[config.mk]
export PLATFORM = sky130hd
export DESIGN_NAME = nf10_wrr_input_arbiter_flat
export DESIGN_NICKNAME = d
export VERILOG_FILES = /design/src/rtl/nf10_wrr_input_arbiter_if.sv /design/src/rtl/nf10_wrr_input_arbiter.sv /design/src/flat_wrapper.sv
export SDC_FILE = /design/constraint.sdc
export NUM_CORES = 1
export LEC_CHECK = 0
export BUFFER_PORTS_ARGS = -buffer_cell sky130_fd_sc_hd__buf_2
export CORE_AREA = 2 2 487 489
export DETAILED_ROUTE_END_ITERATION = 8
export DIE_AREA = 0 0 489 491
export MAX_ROUTING_LAYER = met4
export PLACE_DENSITY = 0.32
export SYNTH_ARGS = -nofsm -noshare
export SYNTH_HDL_FRONTEND = slang
export SYNTH_SLANG_ARGS = --single-unit
[constraint.sdc]
create_clock -name axi_aclk -period 11.9 [get_ports axi_aclk]
set_input_delay 0 -clock axi_aclk [delete_from_list [all_inputs] [get_ports axi_aclk]]
set_output_delay 0 -clock axi_aclk [all_outputs]
set_load 0.005 [all_outputs]
[src/rtl/nf10_wrr_input_arbiter_if.sv]
// AXI4-Stream bundle; LANES > 1 carries several streams flattened side by side,
// lane p occupying slice p of every field.
interface nf10_wrr_input_arbiter_if #(
   parameter int DATA_WIDTH  = 64,
   parameter int TUSER_WIDTH = 128,
   parameter int LANES       = 1
);
   logic [LANES*DATA_WIDTH-1:0]   tdata;
   logic [LANES*DATA_WIDTH/8-1:0] tstrb;
   logic [LANES*TUSER_WIDTH-1:0]  tuser;
   logic [LANES-1:0]              tvalid;
   logic [LANES-1:0]              tlast;
   logic [LANES-1:0]              tready;

   modport master (output tdata, tstrb, tuser, tvalid, tlast, input tready);
   modport slave  (input tdata, tstrb, tuser, tvalid, tlast, output tready);
endinterface

[src/rtl/nf10_wrr_input_arbiter.sv]
// Packet-granular weighted round-robin merge of C_NUM_PORTS AXI4-Stream inputs
// onto one output, registered through a two-entry skid buffer.
module nf10_wrr_input_arbiter #(
   parameter int C_M_AXIS_DATA_WIDTH  = 64,
   parameter int C_S_AXIS_DATA_WIDTH  = 64,
   parameter int C_M_AXIS_TUSER_WIDTH = 128,
   parameter int C_S_AXIS_TUSER_WIDTH = 128,
   parameter int C_NUM_PORTS          = 5,
   parameter int C_WEIGHT_WIDTH       = 4
) (
   input  logic                                   axi_aclk,
   input  logic                                   axi_resetn,
   nf10_wrr_input_arbiter_if.slave                s_axis,
   nf10_wrr_input_arbiter_if.master               m_axis,
   input  logic [C_NUM_PORTS*C_WEIGHT_WIDTH-1:0]  weights,
   output logic [$clog2(C_NUM_PORTS)-1:0]         cur_port,
   output logic                                   busy
);
   localparam int NP = C_NUM_PORTS;
   localparam int PW = $clog2(NP);
   localparam int WW = C_WEIGHT_WIDTH;
   localparam int DW = C_S_AXIS_DATA_WIDTH;
   localparam int SW = DW / 8;
   localparam int UW = C_S_AXIS_TUSER_WIDTH;
   localparam int BW = DW + SW + UW + 1;

   typedef enum logic {IDLE, PKT} state_t;

   state_t        state_reg;
   logic [PW-1:0] ptr_reg;
   logic [PW-1:0] grant_reg;
   logic [PW-1:0] cur_port_reg;
   logic [WW-1:0] credit_reg;
   logic          busy_reg;
   logic [NP-1:0] tready_reg;

   logic [BW-1:0] main_beat_reg;
   logic [BW-1:0] skid_beat_reg;
   logic          main_valid_reg;
   logic          skid_valid_reg;
   logic          main_valid_next;
   logic          skid_valid_next;
   logic          load_main_from_skid;
   logic          load_main_from_in;
   logic          load_skid;

   logic [BW-1:0] in_beat [NP];
   logic [WW-1:0] weight  [NP];
   logic [BW-1:0] sel_beat;
   logic          sel_last;
   logic          accept;
   logic          drain;
   logic [PW-1:0] grant_inc;

   logic          cand_found;
   logic [PW-1:0] cand;
   logic [PW:0]   scan_sum;

   // Beat layout inside the output stage: {last, user, strb, data}.
   genvar gi;
   generate
      for (gi = 0; gi < NP; gi++) begin : g_port
         assign in_beat[gi] = {s_axis.tlast[gi],
                               s_axis.tuser[gi*UW +: UW],
                               s_axis.tstrb[gi*SW +: SW],
                               s_axis.tdata[gi*DW +: DW]};
         assign weight[gi]        = weights[gi*WW +: WW];
         assign s_axis.tready[gi] = tready_reg[gi];
      end
   endgenerate

   assign sel_beat  = in_beat[grant_reg];
   assign sel_last  = sel_beat[BW-1];
   assign accept    = (state_reg == PKT) && s_axis.tvalid[grant_reg] && tready_reg[grant_reg];
   assign drain     = main_valid_reg && m_axis.tready[0];
   assign grant_inc = (grant_reg == PW'(NP - 1)) ? '0 : grant_reg + PW'(1);

   // Rotating scan: first valid port at or after ptr, wrapping modulo NP.
   always_comb begin
      cand_found = 1'b0;
      cand       = '0;
      scan_sum   = '0;
      for (int i = 0; i < NP; i++) begin
         scan_sum = {1'b0, ptr_reg} + (PW+1)'(i);
         if (scan_sum >= (PW+1)'(NP)) begin
            scan_sum = scan_sum - (PW+1)'(NP);
         end
         if (!cand_found && s_axis.tvalid[scan_sum[PW-1:0]]) begin
            cand_found = 1'b1;
            cand       = scan_sum[PW-1:0];
         end
      end
   end

   // Skid occupancy: main always fills first, skid only catches a beat that
   // arrives while main is stalled.
   always_comb begin
      main_valid_next     = main_valid_reg;
      skid_valid_next     = skid_valid_reg;
      load_main_from_skid = 1'b0;
      load_main_from_in   = 1'b0;
      load_skid           = 1'b0;
      if (!main_valid_reg || drain) begin
         if (skid_valid_reg) begin
            load_main_from_skid = 1'b1;
            main_valid_next     = 1'b1;
            skid_valid_next     = accept;
            load_skid           = accept;
         end else begin
            main_valid_next   = accept;
            load_main_from_in = accept;
         end
      end else if (accept) begin
         skid_valid_next = 1'b1;
         load_skid       = 1'b1;
      end
   end

   always_ff @(posedge axi_aclk or negedge axi_resetn) begin
      if (!axi_resetn) begin
         state_reg      <= IDLE;
         ptr_reg        <= '0;
         credit_reg     <= '0;
         grant_reg      <= '0;
         cur_port_reg   <= '0;
         busy_reg       <= 1'b0;
         tready_reg     <= '0;
         main_valid_reg <= 1'b0;
         skid_valid_reg <= 1'b0;
      end else begin
         main_valid_reg <= main_valid_next;
         skid_valid_reg <= skid_valid_next;
         tready_reg     <= '0;
         case (state_reg)
            IDLE: begin
               if (cand_found) begin
                  grant_reg         <= cand;
                  cur_port_reg      <= cand;
                  state_reg         <= PKT;
                  busy_reg          <= 1'b1;
                  tready_reg[cand]  <= !skid_valid_next;
                  // A fresh turn loads credit; a continuing turn keeps it.
                  if (cand != ptr_reg || credit_reg == '0) begin
                     ptr_reg    <= cand;
                     credit_reg <= (weight[cand] == '0) ? WW'(1) : weight[cand];
                  end
               end
            end
            PKT: begin
               if (accept && sel_last) begin
                  state_reg <= IDLE;
                  busy_reg  <= 1'b0;
                  if (credit_reg == WW'(1)) begin
                     ptr_reg    <= grant_inc;
                     credit_reg <= '0;
                  end else begin
                     credit_reg <= credit_reg - WW'(1);
                  end
               end else begin
                  tready_reg[grant_reg] <= !skid_valid_next;
               end
            end
            default: state_reg <= IDLE;
         endcase
      end
   end

   // Payload registers need no reset; their valid bits qualify them.
   always_ff @(posedge axi_aclk) begin
      if (load_main_from_skid) begin
         main_beat_reg <= skid_beat_reg;
      end else if (load_main_from_in) begin
         main_beat_reg <= sel_beat;
      end
      if (load_skid) begin
         skid_beat_reg <= sel_beat;
      end
   end

   assign m_axis.tdata  = main_beat_reg[0 +: C_M_AXIS_DATA_WIDTH];
   assign m_axis.tstrb  = main_beat_reg[DW +: C_M_AXIS_DATA_WIDTH/8];
   assign m_axis.tuser  = main_beat_reg[DW+SW +: C_M_AXIS_TUSER_WIDTH];
   assign m_axis.tlast  = main_beat_reg[BW-1];
   assign m_axis.tvalid = main_valid_reg;
   assign cur_port      = cur_port_reg;
   assign busy          = busy_reg;
endmodule

[src/flat_wrapper.sv]
// flat-port wrapper written by rule: the top's interface ports become plain ports
module nf10_wrr_input_arbiter_flat 
#(
   parameter int C_M_AXIS_DATA_WIDTH  = 64,
   parameter int C_S_AXIS_DATA_WIDTH  = 64,
   parameter int C_M_AXIS_TUSER_WIDTH = 128,
   parameter int C_S_AXIS_TUSER_WIDTH = 128,
   parameter int C_NUM_PORTS          = 5,
   parameter int C_WEIGHT_WIDTH       = 4
)
  (axi_aclk, axi_resetn, weights, cur_port, busy, s_axis_tdata, s_axis_tstrb, s_axis_tuser, s_axis_tvalid, s_axis_tlast, s_axis_tready, m_axis_tdata, m_axis_tstrb, m_axis_tuser, m_axis_tvalid, m_axis_tlast, m_axis_tready);
  nf10_wrr_input_arbiter_if #(.DATA_WIDTH((64)), .TUSER_WIDTH((128)), .LANES((5))) s_axis_i ();
  nf10_wrr_input_arbiter_if #(.DATA_WIDTH((64)), .TUSER_WIDTH((128)), .LANES(1)) m_axis_i ();
  input  logic axi_aclk;
  input  logic axi_resetn;
  input  logic [C_NUM_PORTS*C_WEIGHT_WIDTH-1:0] weights;
  output logic [$clog2(C_NUM_PORTS)-1:0] cur_port;
  output logic busy;
  input wire logic [$bits(s_axis_i.tdata)-1:0] s_axis_tdata;
  input wire logic [$bits(s_axis_i.tstrb)-1:0] s_axis_tstrb;
  input wire logic [$bits(s_axis_i.tuser)-1:0] s_axis_tuser;
  input wire logic [$bits(s_axis_i.tvalid)-1:0] s_axis_tvalid;
  input wire logic [$bits(s_axis_i.tlast)-1:0] s_axis_tlast;
  output wire logic [$bits(s_axis_i.tready)-1:0] s_axis_tready;
  output wire logic [$bits(m_axis_i.tdata)-1:0] m_axis_tdata;
  output wire logic [$bits(m_axis_i.tstrb)-1:0] m_axis_tstrb;
  output wire logic [$bits(m_axis_i.tuser)-1:0] m_axis_tuser;
  output wire logic [$bits(m_axis_i.tvalid)-1:0] m_axis_tvalid;
  output wire logic [$bits(m_axis_i.tlast)-1:0] m_axis_tlast;
  input wire logic [$bits(m_axis_i.tready)-1:0] m_axis_tready;
  assign s_axis_i.tdata = s_axis_tdata;
  assign s_axis_i.tstrb = s_axis_tstrb;
  assign s_axis_i.tuser = s_axis_tuser;
  assign s_axis_i.tvalid = s_axis_tvalid;
  assign s_axis_i.tlast = s_axis_tlast;
  assign s_axis_tready = s_axis_i.tready;
  assign m_axis_tdata = m_axis_i.tdata;
  assign m_axis_tstrb = m_axis_i.tstrb;
  assign m_axis_tuser = m_axis_i.tuser;
  assign m_axis_tvalid = m_axis_i.tvalid;
  assign m_axis_tlast = m_axis_i.tlast;
  assign m_axis_i.tready = m_axis_tready;
  nf10_wrr_input_arbiter #(.C_M_AXIS_DATA_WIDTH(C_M_AXIS_DATA_WIDTH), .C_S_AXIS_DATA_WIDTH(C_S_AXIS_DATA_WIDTH), .C_M_AXIS_TUSER_WIDTH(C_M_AXIS_TUSER_WIDTH), .C_S_AXIS_TUSER_WIDTH(C_S_AXIS_TUSER_WIDTH), .C_NUM_PORTS(C_NUM_PORTS), .C_WEIGHT_WIDTH(C_WEIGHT_WIDTH)) u_core (.axi_aclk(axi_aclk), .axi_resetn(axi_resetn), .s_axis(s_axis_i), .m_axis(m_axis_i), .weights(weights), .cur_port(cur_port), .busy(busy));
endmodule
* Word-level counts from Yosys, hierarchy flattened
Cells that the tools add are included.
Word-level totals: register bits 421, bits of input ports 1033, output and inout bits 211, word-level logic and storage cells 146
Cells by class: add/subtract/negate cells 11, order comparisons 16, equal/unequal tests 7, mux-type cells 72, bitwise operators 5, reduce and logical (&&, ||, !) cells 25
Operators with widths (number):
- $mux W201 | 4
- $bmux W201 S3 | 1
- $mux W3 | 15
- $lt A3 B4 Y1 const B | 7
- $mux W1 | 28
- $mux W4 | 7
- $bmux W1 S3 | 7
- $ge A4 B3 Y1 const B | 4
- $sub A3 B3 Y3 const B | 5
- $bmux W4 S3 | 1
- $and A5 B5 Y5 | 2
- $logic_and A1 B1 Y1 | 10
- $mux W5 | 2
- $pmux W5 S2 | 1
- $add A3 B2 Y4 const B | 2
- $ge A4 B4 Y1 const B | 2
- $logic_not A4 Y1 | 2
- $not A3 Y4 | 2
- $pmux W4 S2 | 1
- $demux W1 S3 | 2
- $ge A3 B1 Y1 const B | 2
- $logic_not A1 Y1 | 6
- $pmux W3 S2 | 1
- $add A3 B1 Y4 const B | 1
- 16 further kinds | 21

* Logic depth before layout (Yosys ltp)
Gate-level depths: netlist (run 1).
word-level depth 26, mapped depth 16, mapped depth without buffers 15

* Worst setup path after synthesis (run 1)
OpenSTA, ideal clock, no wires.
path kind register to register, start point reg u_core.grant_reg[2], end point reg u_core.main_beat_reg[0] (enable), library setup time 0.766 ns, arrival 10.235 ns, required time 11.134 ns, path slack 0.899 ns, cell stages (with the launch flop) 10, buffers on the path 1, clock period less this slack 11.001 ns, cells stage by stage dfrtp_1 -> clkbuf_1 -> inv_1 -> nor3_1 -> nand2_1 -> o21ai_1 -> a221oi_1 -> a2111oi_1 -> nor2_1 -> nor2_1
On the way: cells in the longest elaborated chain, start to end 7, elaborated cells between the ends (all ways) 9, classes of those cells mux (6); reduce/logical (3)
RTL lines:
- from (decl) | line nf10_wrr_input_arbiter.sv:31 | logic [PW-1:0] grant_reg;
- from (signal assigned) | line nf10_wrr_input_arbiter.sv:137 | grant_reg <= cand;
- $bmux W1 S3 | line nf10_wrr_input_arbiter.sv:74 | assign accept = (state_reg == PKT) && s_axis.tvalid[grant_reg] && tready_reg[grant_reg];
- $mux W1 (implied by the code) | line nf10_wrr_input_arbiter.sv:74
- $logic_and A1 B1 Y1 | line nf10_wrr_input_arbiter.sv:74
- $logic_and A1 B1 Y1 (*) | line nf10_wrr_input_arbiter.sv:74
- $mux W1 (*) | line nf10_wrr_input_arbiter.sv:104 | if (skid_valid_reg) begin
- $mux W1 (*) | line nf10_wrr_input_arbiter.sv:103 | if (!main_valid_reg || drain) begin
- $reduce_bool A2 Y1 (no source line) (*)
- to (signal assigned) | line nf10_wrr_input_arbiter.sv:171 | main_beat_reg <= skid_beat_reg;
- to (signal assigned) | line nf10_wrr_input_arbiter.sv:173 | main_beat_reg <= sel_beat;
- to (decl) | line nf10_wrr_input_arbiter.sv:37 | logic [BW-1:0] main_beat_reg;
Every way passes the cells marked *; elsewhere a longest branch is shown, timed or not. The select of a mux whose other input is x is not followed. A chain may end at the register's enable or synchronous reset.

* Worst setup path after layout (run 1)
start point reg u_core.ptr_reg[0], end point reg u_core.credit_reg[0]
On the way: cells in the longest elaborated chain, start to end 26, elaborated cells between the ends (all ways) 61, classes of those cells add/sub (9); order compare (5); eq/ne (3); mux (32); bitwise (1); reduce/logical (11)
RTL lines:
- from (decl) | line nf10_wrr_input_arbiter.sv:30 | logic [PW-1:0] ptr_reg;
- from (signal assigned) | line nf10_wrr_input_arbiter.sv:144 | ptr_reg <= cand;
- from (signal assigned) | line nf10_wrr_input_arbiter.sv:154 | ptr_reg <= grant_inc;
- parallel branches: the longest is 26 deep, another holds $add A3 B1 Y4
- to (signal assigned) | line nf10_wrr_input_arbiter.sv:145 | credit_reg <= (weight[cand] == '0) ? WW'(1) : weight[cand];
- to (signal assigned) | line nf10_wrr_input_arbiter.sv:157 | credit_reg <= credit_reg - WW'(1);
- to (decl) | line nf10_wrr_input_arbiter.sv:33 | logic [WW-1:0] credit_reg;
Parallel ways; which one is timed is not known. The select of a mux whose other input is x is not followed.

==> impl_metrics.csv, run 1 <==
group,metric,value,unit
status,status,"complete, no violations",
critical_path,path_max_fanout,17,
drt,dr.first_iter.drc_count,1806,
sta,clock_skew,23.9,ps
critical_path,cp_cell_sequence,"inv_2, ha_1, inv_1, fa_1, a21oi_1, mux2i_1, mux2i_1, nor3b_1, nand2b_1, o31ai_2, a32oi_2, nor2_1, a22o_1, dlygate4sd3_1, or3b_1, dlygate4sd3_1, a211oi_2, dlygate4sd3_1",
critical_path,end_kind,"register",
power_and_ir_drop,pwr-share-seq,0.285,
synthesis,synthFlopType,"edfxtp_1",
drt,ant_nets,0,
drt,routed.top_layer,"met4",
drt,dr_wl_met2,83.6,mm
worst_hold_path,whs_endpoint,"u_core.main_beat_reg[74]",
sta,min_period,6610,ps
drt,route.met3.wl,15.3,mm
global_routing,grt-ovfl-total,0,
global_routing,antenna_found_initial,200,
power_and_ir_drop,p_switching,3780,µW
synthesis,synth_area_per_cell,14.8,µm²
clock_network,clkLatencyLatePin,670,ps
worst_hold_path,hold_start,"s_axis_tuser[258]",
sta,hold_viol_final,0,
drt,wirelength,180,mm
critical_path,rr_worst_depth,18,
global_routing,grt_pass1_wl,228,mm
clock_network,clk_pin_slew_worst_paths,60,ps
global_routing,first_global_vias,23604,
floorplanning,rows,178,
power_and_ir_drop,share_comb_of_total_power,0.544,
clock_network,cts-buffers-inserted,57,
critical_path,cpPeakStageDelay,640,ps
critical_path,r2r_start,"u_core.ptr_reg[0]",
synthesis,synthArstFlopShare,0.0451,
synthesis,synth.largest_area_cell,"edfxtp_1",
sta,worst_pin_slew,1070,ps
synthesis,synth.area.top_cells,"edfxtp_1 (52%), mux4_2 (11%), mux2_2 (9.9%)",
drt,drt_first_pass_iters,6,
power_and_ir_drop,power_leakage,0.0155,µW
power_and_ir_drop,cellInternalPower,6000,µW
sta,rsz0062_at_grt,"false",
floorplanning,io_pins,1244,
power_and_ir_drop,power_density,249,nW/µm²
clock_network,cts_root_buf,"clkbuf_16",
final_layout,fillers,26323,
placed_design,place_area,33200,µm²
synthesis,synth_area,23200,µm²
power_and_ir_drop,switching_share,0.386,
placed_design,place_ws,6420,ps
synthesis,ys_types,85,
clock_network,cts.path.max_buffers,3,
synthesis,synth_top_area_share,0.521,
floorplanning,die_area,240000,µm²
critical_path,critPathRequiredTime,12510,ps
synthesis,synth_seq_cells,421,
final_layout,seq_area,12600,µm²
final_layout,area.growth.synth_to_final,69.9,%
drt,drt-met1-wl,76.4,mm
clock_network,h-tree-depth,2,
floorplanning,start_util,0.0987,
worst_hold_path,holdPathStages,3,
drt,vias,23097,
clock_network,cts-resized-gates,0,
drt,post_drt_wl_per_cell,27.7,µm
drt,route.detailed.drc,0,
critical_path,crit_slowest_cell,"dfrtp_1",
clock_network,cts_sinks,421,
critical_path,path_common_cell,"dlygate4sd3_1",
final_layout,multi_input_area,10100,µm²
placed_design,port_buffers,1243,
sta,drv_slew,0,
synthesis,seq_area_frac_synth,0.542,
sta,setup_viol,0,
clock_network,tritoncts,"built",
floorplanning,die_w,489,µm
floorplanning,die_h,491,µm
sta,fin_crit_sh,0.556,
global_routing,grt_start_max_net_pins,89,
sta,finalWorstSetupSlack,5290,ps
placed_design,routabilityCongestion,0.973,
run,max_cap_violations,0,
final_layout,fin_area,39300,µm²
power_and_ir_drop,ir_drop,0.146,mV
synthesis,synth_edf_count,402,
synthesis,syn_inst,1568,
critical_path,criticalPathCategory,"reg2reg",
power_and_ir_drop,power_frac_clock,0.171,
global_routing,grt_use_total,0.147,
worst_hold_path,hold_path.class,"in2reg",
final_layout,final_nets,4238,
critical_path,cp-start-kind,"register",
synthesis,syn-num-nets,2615,
floorplanning,core_area,235000,µm²
critical_path,arrival,7220,ps
sta,fin_tns_setup,0,ps
critical_path,reg2reg_to,"u_core.credit_reg[0]",
critical_path,r2r_slack,5290,ps
sta,slew_headroom,0.287,
synthesis,yosysWarnings,0,
placed_design,hpwl,147,mm
drt,avgViaCountPerCell,3.56,
sta,clock.fmax,151,MHz
final_layout,drive_gt1_frac,0.526,
-- per-stage QoR --
| step | instances | util | hold WS [ps] | power, µW |
|---|---|---|---|---|
| after global routing | 6468 | 0.167 | 13.2 | 10400 |
| after global placement | 5865 | 0.141 | 24.8 | 7490 |
| after CTS | 6387 | 0.167 | 0.844 | 10000 |
| after floorplan | 1568 | - | -296 | 5510 |
| final | 6495 | 0.168 | 67.8 | 9780 |
| after detailed placement | 5865 | 0.141 | 25.0 | 7480 |
-- worst max-delay path, delay by kind of cell, from the launching register on --
family / cells / cell delay (ps)
AOI/OAI and AO/OA: 5 / 1470
and+or+nand+nor: 4 / 1310
adders and majority gates: 2 / 600
DFF: 1 / 640
muxes: 2 / 450
buffers and inverters: 5 / 2070
-- cell type report --
cell class,count,share of cell area
flip-flops and latches,421,0.319
repair buffers,1693,0.272
multi-input cells,999,0.256
well taps,3150,0.100
clock buffers,75,0.0388
diodes,108,0.00687
clock inverters,30,0.00519
inverters,19,0.00194
-- worst max-delay path by stage --
stage	cells past startpoint	end	startpoint
after floorplan	9	u_core.main_beat_reg[0]	u_core.grant_reg[2]
after global placement	12	u_core.main_beat_reg[98]	u_core.grant_reg[2]
after detailed placement	12	u_core.main_beat_reg[96]	u_core.grant_reg[2]
after CTS	17	u_core.credit_reg[0]	u_core.ptr_reg[0]
after global routing	17	u_core.credit_reg[0]	u_core.ptr_reg[0]
final	18	u_core.credit_reg[0]	u_core.ptr_reg[0]
-- metal layers --
metal  up-vias  global-route usage
met1     11604               0.179
met3       278              0.0435
li1       9896                   -
met4         0              0.0354
met2      1319               0.236
met5         -                   -
-- cells by family (layout without fill, tap and decap cells) --
kind of cell	Yosys count	count (layout)	synth area share
adders and majority gates	14	14	0.00789
buffers and inverters	148	1817	0.0249
DFF	421	421	0.542
xor gates and xnor gates	6	6	0.00227
and+or+nand+nor	184	184	0.0369
other	0	108	0
AOI/OAI and AO/OA	372	372	0.128
muxes	423	423	0.258
-- cell usage after synthesis, types with 19 or more instances --
| master | instances |
|---|---|
| clkbuf_1 | 103 |
| a22o_1 | 116 |
| buf_1 | 20 |
| a221o_1 | 86 |
| edfxtp_1 | 402 |
| nand2_1 | 101 |
| mux2_2 | 204 |
| nor2_1 | 32 |
| o21ai_0 | 95 |
| dfrtp_1 | 19 |
| mux4_2 | 116 |
| mux2i_1 | 100 |
-- timing repair --
action | 4_1_cts | 5_1_grt
hold endpoints to repair | 431 | 0
buffers inserted | 0 | 0
hold buffers | 417 | 0
-- power groups by stage --
stage	Sequential [µW]	Combinational [µW]	Clock, µW
2_1_floorplan	2890	2620	0
3_3_place_gp	2820	4660	0
3_5_place_dp	2830	4650	0
4_1_cts	2810	5430	1760
5_1_grt	2840	5730	1800
6_report	2790	5320	1670
-- placed cells by master (no fill, tap or decap), types with 17 or more instances in the layout --
cell type,n
a21oi_1,17
a221o_1,86
a22o_1,116
buf_2,1243
buf_4,30
clkbuf_16,57
clkinv_1,19
dfrtp_1,17
diode_2,108
dlygate4sd3_1,417
edfxtp_1,402
mux2_2,204
mux2i_1,100
mux4_2,116
nand2_1,100
nor2_1,31
o21ai_0,95
Power figures use the tool's default switching activity.
==> run 2: changes to the inputs <==
ABC_AREA = 1   (was default)
CORE_AREA = 2 2 478 480   (was 2 2 487 489)
DIE_AREA = 0 0 480 482   (was 0 0 489 491)
PLACE_DENSITY = 0.33   (was 0.32)
clock period = 5.5 ns   (was 11.9 ns; I/O delays follow)
==> impl_metrics.csv, run 2 <==
group,metric,value,unit
status,status,"complete, no violations",
synthesis,synth.largest_area_cell,"edfxtp_1",
synthesis,syn-num-nets,3156,
critical_path,r2r_slack,510,ps
final_layout,fin_util,0.174,
global_routing,antenna_found_initial,178,
critical_path,cp-start-kind,"register",
sta,fin_tns_setup,0,ps
floorplanning,core_area,226000,µm²
sta,clock_skew,38.5,ps
run,max_cap_violations,0,
synthesis,ys_types,44,
global_routing,first_global_vias,25514,
final_layout,mostFrequentLayoutCell,"buf_2",
clock_network,cts-resized-gates,0,
floorplanning,die_w,480,µm
clock_network,cts-buffers-inserted,58,
critical_path,reg2reg_to,"u_core.credit_reg[0]",
floorplanning,rows,175,
synthesis,synthFlopType,"edfxtp_1",
floorplanning,io_pins,1244,
drt,dr.first_iter.drc_count,1891,
floorplanning,die_h,482,µm
critical_path,r2r_start,"u_core.ptr_reg[0]",
global_routing,grt-ovfl-total,0,
placed_design,hpwl,150,mm
synthesis,synth_seq_cells,421,
sta,setup_viol,0,
placed_design,port_buffers,1243,
synthesis,synth-xor-area-share,0.00543,
critical_path,arrival,5570,ps
sta,rsz0062_at_grt,"false",
clock_network,cts_sinks,421,
synthesis,synth.area.top_cells,"edfxtp_1 (54%), mux2_2 (10%), nand2_1 (9.2%)",
power_and_ir_drop,total_power,22400,µW
floorplanning,start_util,0.0988,
synthesis,synth_edf_count,402,
sta,min_period,4990,ps
placed_design,place_ws,1570,ps
clock_network,tritoncts,"built",
power_and_ir_drop,power_frac_clock,0.172,
synthesis,yosysWarnings,0,
power_and_ir_drop,switching_share,0.406,
synthesis,syn_inst,2109,
drt,wirelength,181,mm
global_routing,use_met2,0.240,
power_and_ir_drop,cellInternalPower,13300,µW
synthesis,synth.most_common_cell,"nand2_1",
placed_design,routabilityCongestion,0.904,
sta,drv_slew,0,
synthesis,synth_area,22400,µm²
final_layout,area.growth.synth_to_final,76.4,%
critical_path,critPathRequiredTime,6080,ps
synthesis,seq_area_frac_synth,0.561,
power_and_ir_drop,share_comb_of_total_power,0.571,
critical_path,criticalPathCategory,"reg2reg",
synthesis,synth_top_area_share,0.540,
global_routing,grt_use_total,0.152,
worst_hold_path,hold_start,"s_axis_tvalid[1]",
drt,route.detailed.drc,0,
sta,finalWorstSetupSlack,508,ps
synthesis,synth-simple-area-share,0.163,
critical_path,path_max_fanout,11,
power_and_ir_drop,power_leakage,0.0161,µW
drt,vias,25419,
drt,ant_nets,0,
final_layout,drive_gt1_frac,0.420,
global_routing,gr-usage-met1,0.177,
clock_network,cts_root_buf,"clkbuf_16",
power_and_ir_drop,power_density,567,nW/µm²
sta,fin_crit_sh,0.908,
sta,worst_pin_slew,1050,ps
final_layout,fin_area,39500,µm²
critical_path,end_kind,"register",
global_routing,grt_start_max_net_pins,102,
drt,post_drt_wl_per_cell,25.9,µm
clock_network,h-tree-depth,2,
power_and_ir_drop,pwr-share-seq,0.256,
global_routing,busiest_layer,"met2",
drt,drt_first_pass_iters,5,
sta,slew_headroom,0.299,
sta,hold_viol_final,0,
worst_hold_path,hold_path.class,"in2reg",
synthesis,synth_common_cells,"nand2_1 (547), edfxtp_1 (402), mux2_2 (201)",
drt,avgViaCountPerCell,3.64,
critical_path,rr_worst_depth,21,
global_routing,grt_pass1_wl,232,mm
synthesis,synth_area_per_cell,10.6,µm²
power_and_ir_drop,p_switching,9100,µW
synthesis,synthArstFlopShare,0.0451,
synthesis,synth_compound_area_frac,0.128,
clock_network,cts.path.max_buffers,3,
sta,clock.fmax,200,MHz
final_layout,final_nets,4858,
clock_network,clk_pin_slew_worst_paths,60,ps
clock_network,clkLatencyLatePin,690,ps
synthesis,synth_top_family_by_area,"simple AND/OR/NAND/NOR gates",
global_routing,gr-usage-met3,0.0593,
power_and_ir_drop,ir_drop,0.367,mV
synthesis,synthAdderAreaFrac,0.00817,
final_layout,final_cell_mix,"buf_2 (1243), nand2_1 (546), dlygate4sd3_1 (483)",
placed_design,place_area,32400,µm²
worst_hold_path,holdPathStages,7,
worst_hold_path,whs_endpoint,"u_core.m_axis.tvalid",
synthesis,synth_mux_area_frac,0.101,
floorplanning,die_area,231000,µm²
-- run 2: stage by stage --
stage | hold WS, ps | std cells
final | 140 | 6983
after global routing | 132 | 6965
after CTS | 79.4 | 6865
after detailed placement | 14.3 | 6277
after global placement | 8.41 | 6277
after floorplan | -296 | 2109
-- run 2: cells by family (layout without fill, tap and decap cells) --
group,after synthesis,after routing
buffers and inverters,189,1936
AO/OA/AOI/OAI,419,419
flip-flops,421,421
other,0,118
AND/OR/NAND/NOR,855,855
multiplexers,201,201
XOR/XNOR,10,10
adder cells (fa/ha/maj),14,14
-- run 2: worst max-delay path by stage --
stage               depth (start not counted)                 from  slack, ps                      end
floorplan                                   8  u_core.grant_reg[2]        210  u_core.skid_beat_reg[0]
global placement                           19    u_core.ptr_reg[0]       1540     u_core.credit_reg[0]
detailed placement                         19    u_core.ptr_reg[0]       1570     u_core.credit_reg[0]
CTS                                        21    u_core.ptr_reg[0]        520     u_core.credit_reg[0]
global route                               21    u_core.ptr_reg[0]         60     u_core.credit_reg[0]
finish                                     21    u_core.ptr_reg[0]        510     u_core.credit_reg[0]
-- run 2: critical path: stages (launching register included) --
cell and delay (ps):
dfrtp_1 830, inv_4 180, ha_1 490, xor2_2 250, o21ai_1 340, nand2_1 90
o21ai_1 100, a21oi_2 120, nand3b_1 230, nor2_2 200, nand2_1 70, nand2_1 180
inv_2 130, nand2_1 100, nand2_1 40, dlygate4sd3_1 540, nor2_1 90, dlygate4sd3_1 590
nand3_1 80, nand2_1 60, nand2_1 50, a21oi_1 120
-- run 2: final cells by class --
class	instances	area [µm²]
clock inverters	33	377
multi-input cells	1499	9140
fillers	25755	187000
repair buffers	1779	11600
well taps	3009	3760
diodes	118	295
clock buffers	72	1500
flip-flops and latches	421	12500
inverters	52	205
-- run 2: per-layer routing --
metal / vias to the layer above / share of wire
li1: 11351 / -
met3: 264 / 0.10
met1: 12447 / 0.41
met4: 0 / 0.036
met5: - / 0
met2: 1357 / 0.45
-- run 2: power by group through the flow --
stage	Sequential, µW	Combinational (µW)	Clock [µW]
floorplan	5760	5730	0
global route	5820	13900	4140
finish	5740	12800	3860
CTS	5760	12900	4040
detailed placement	5810	10400	0
global placement	5810	10400	0
-- run 2: timing repair --
action / CTS / global route
endpoints found under the hold margin: 428 / 0
setup buffers: 0 / 0
hold buffers: 483 / 0
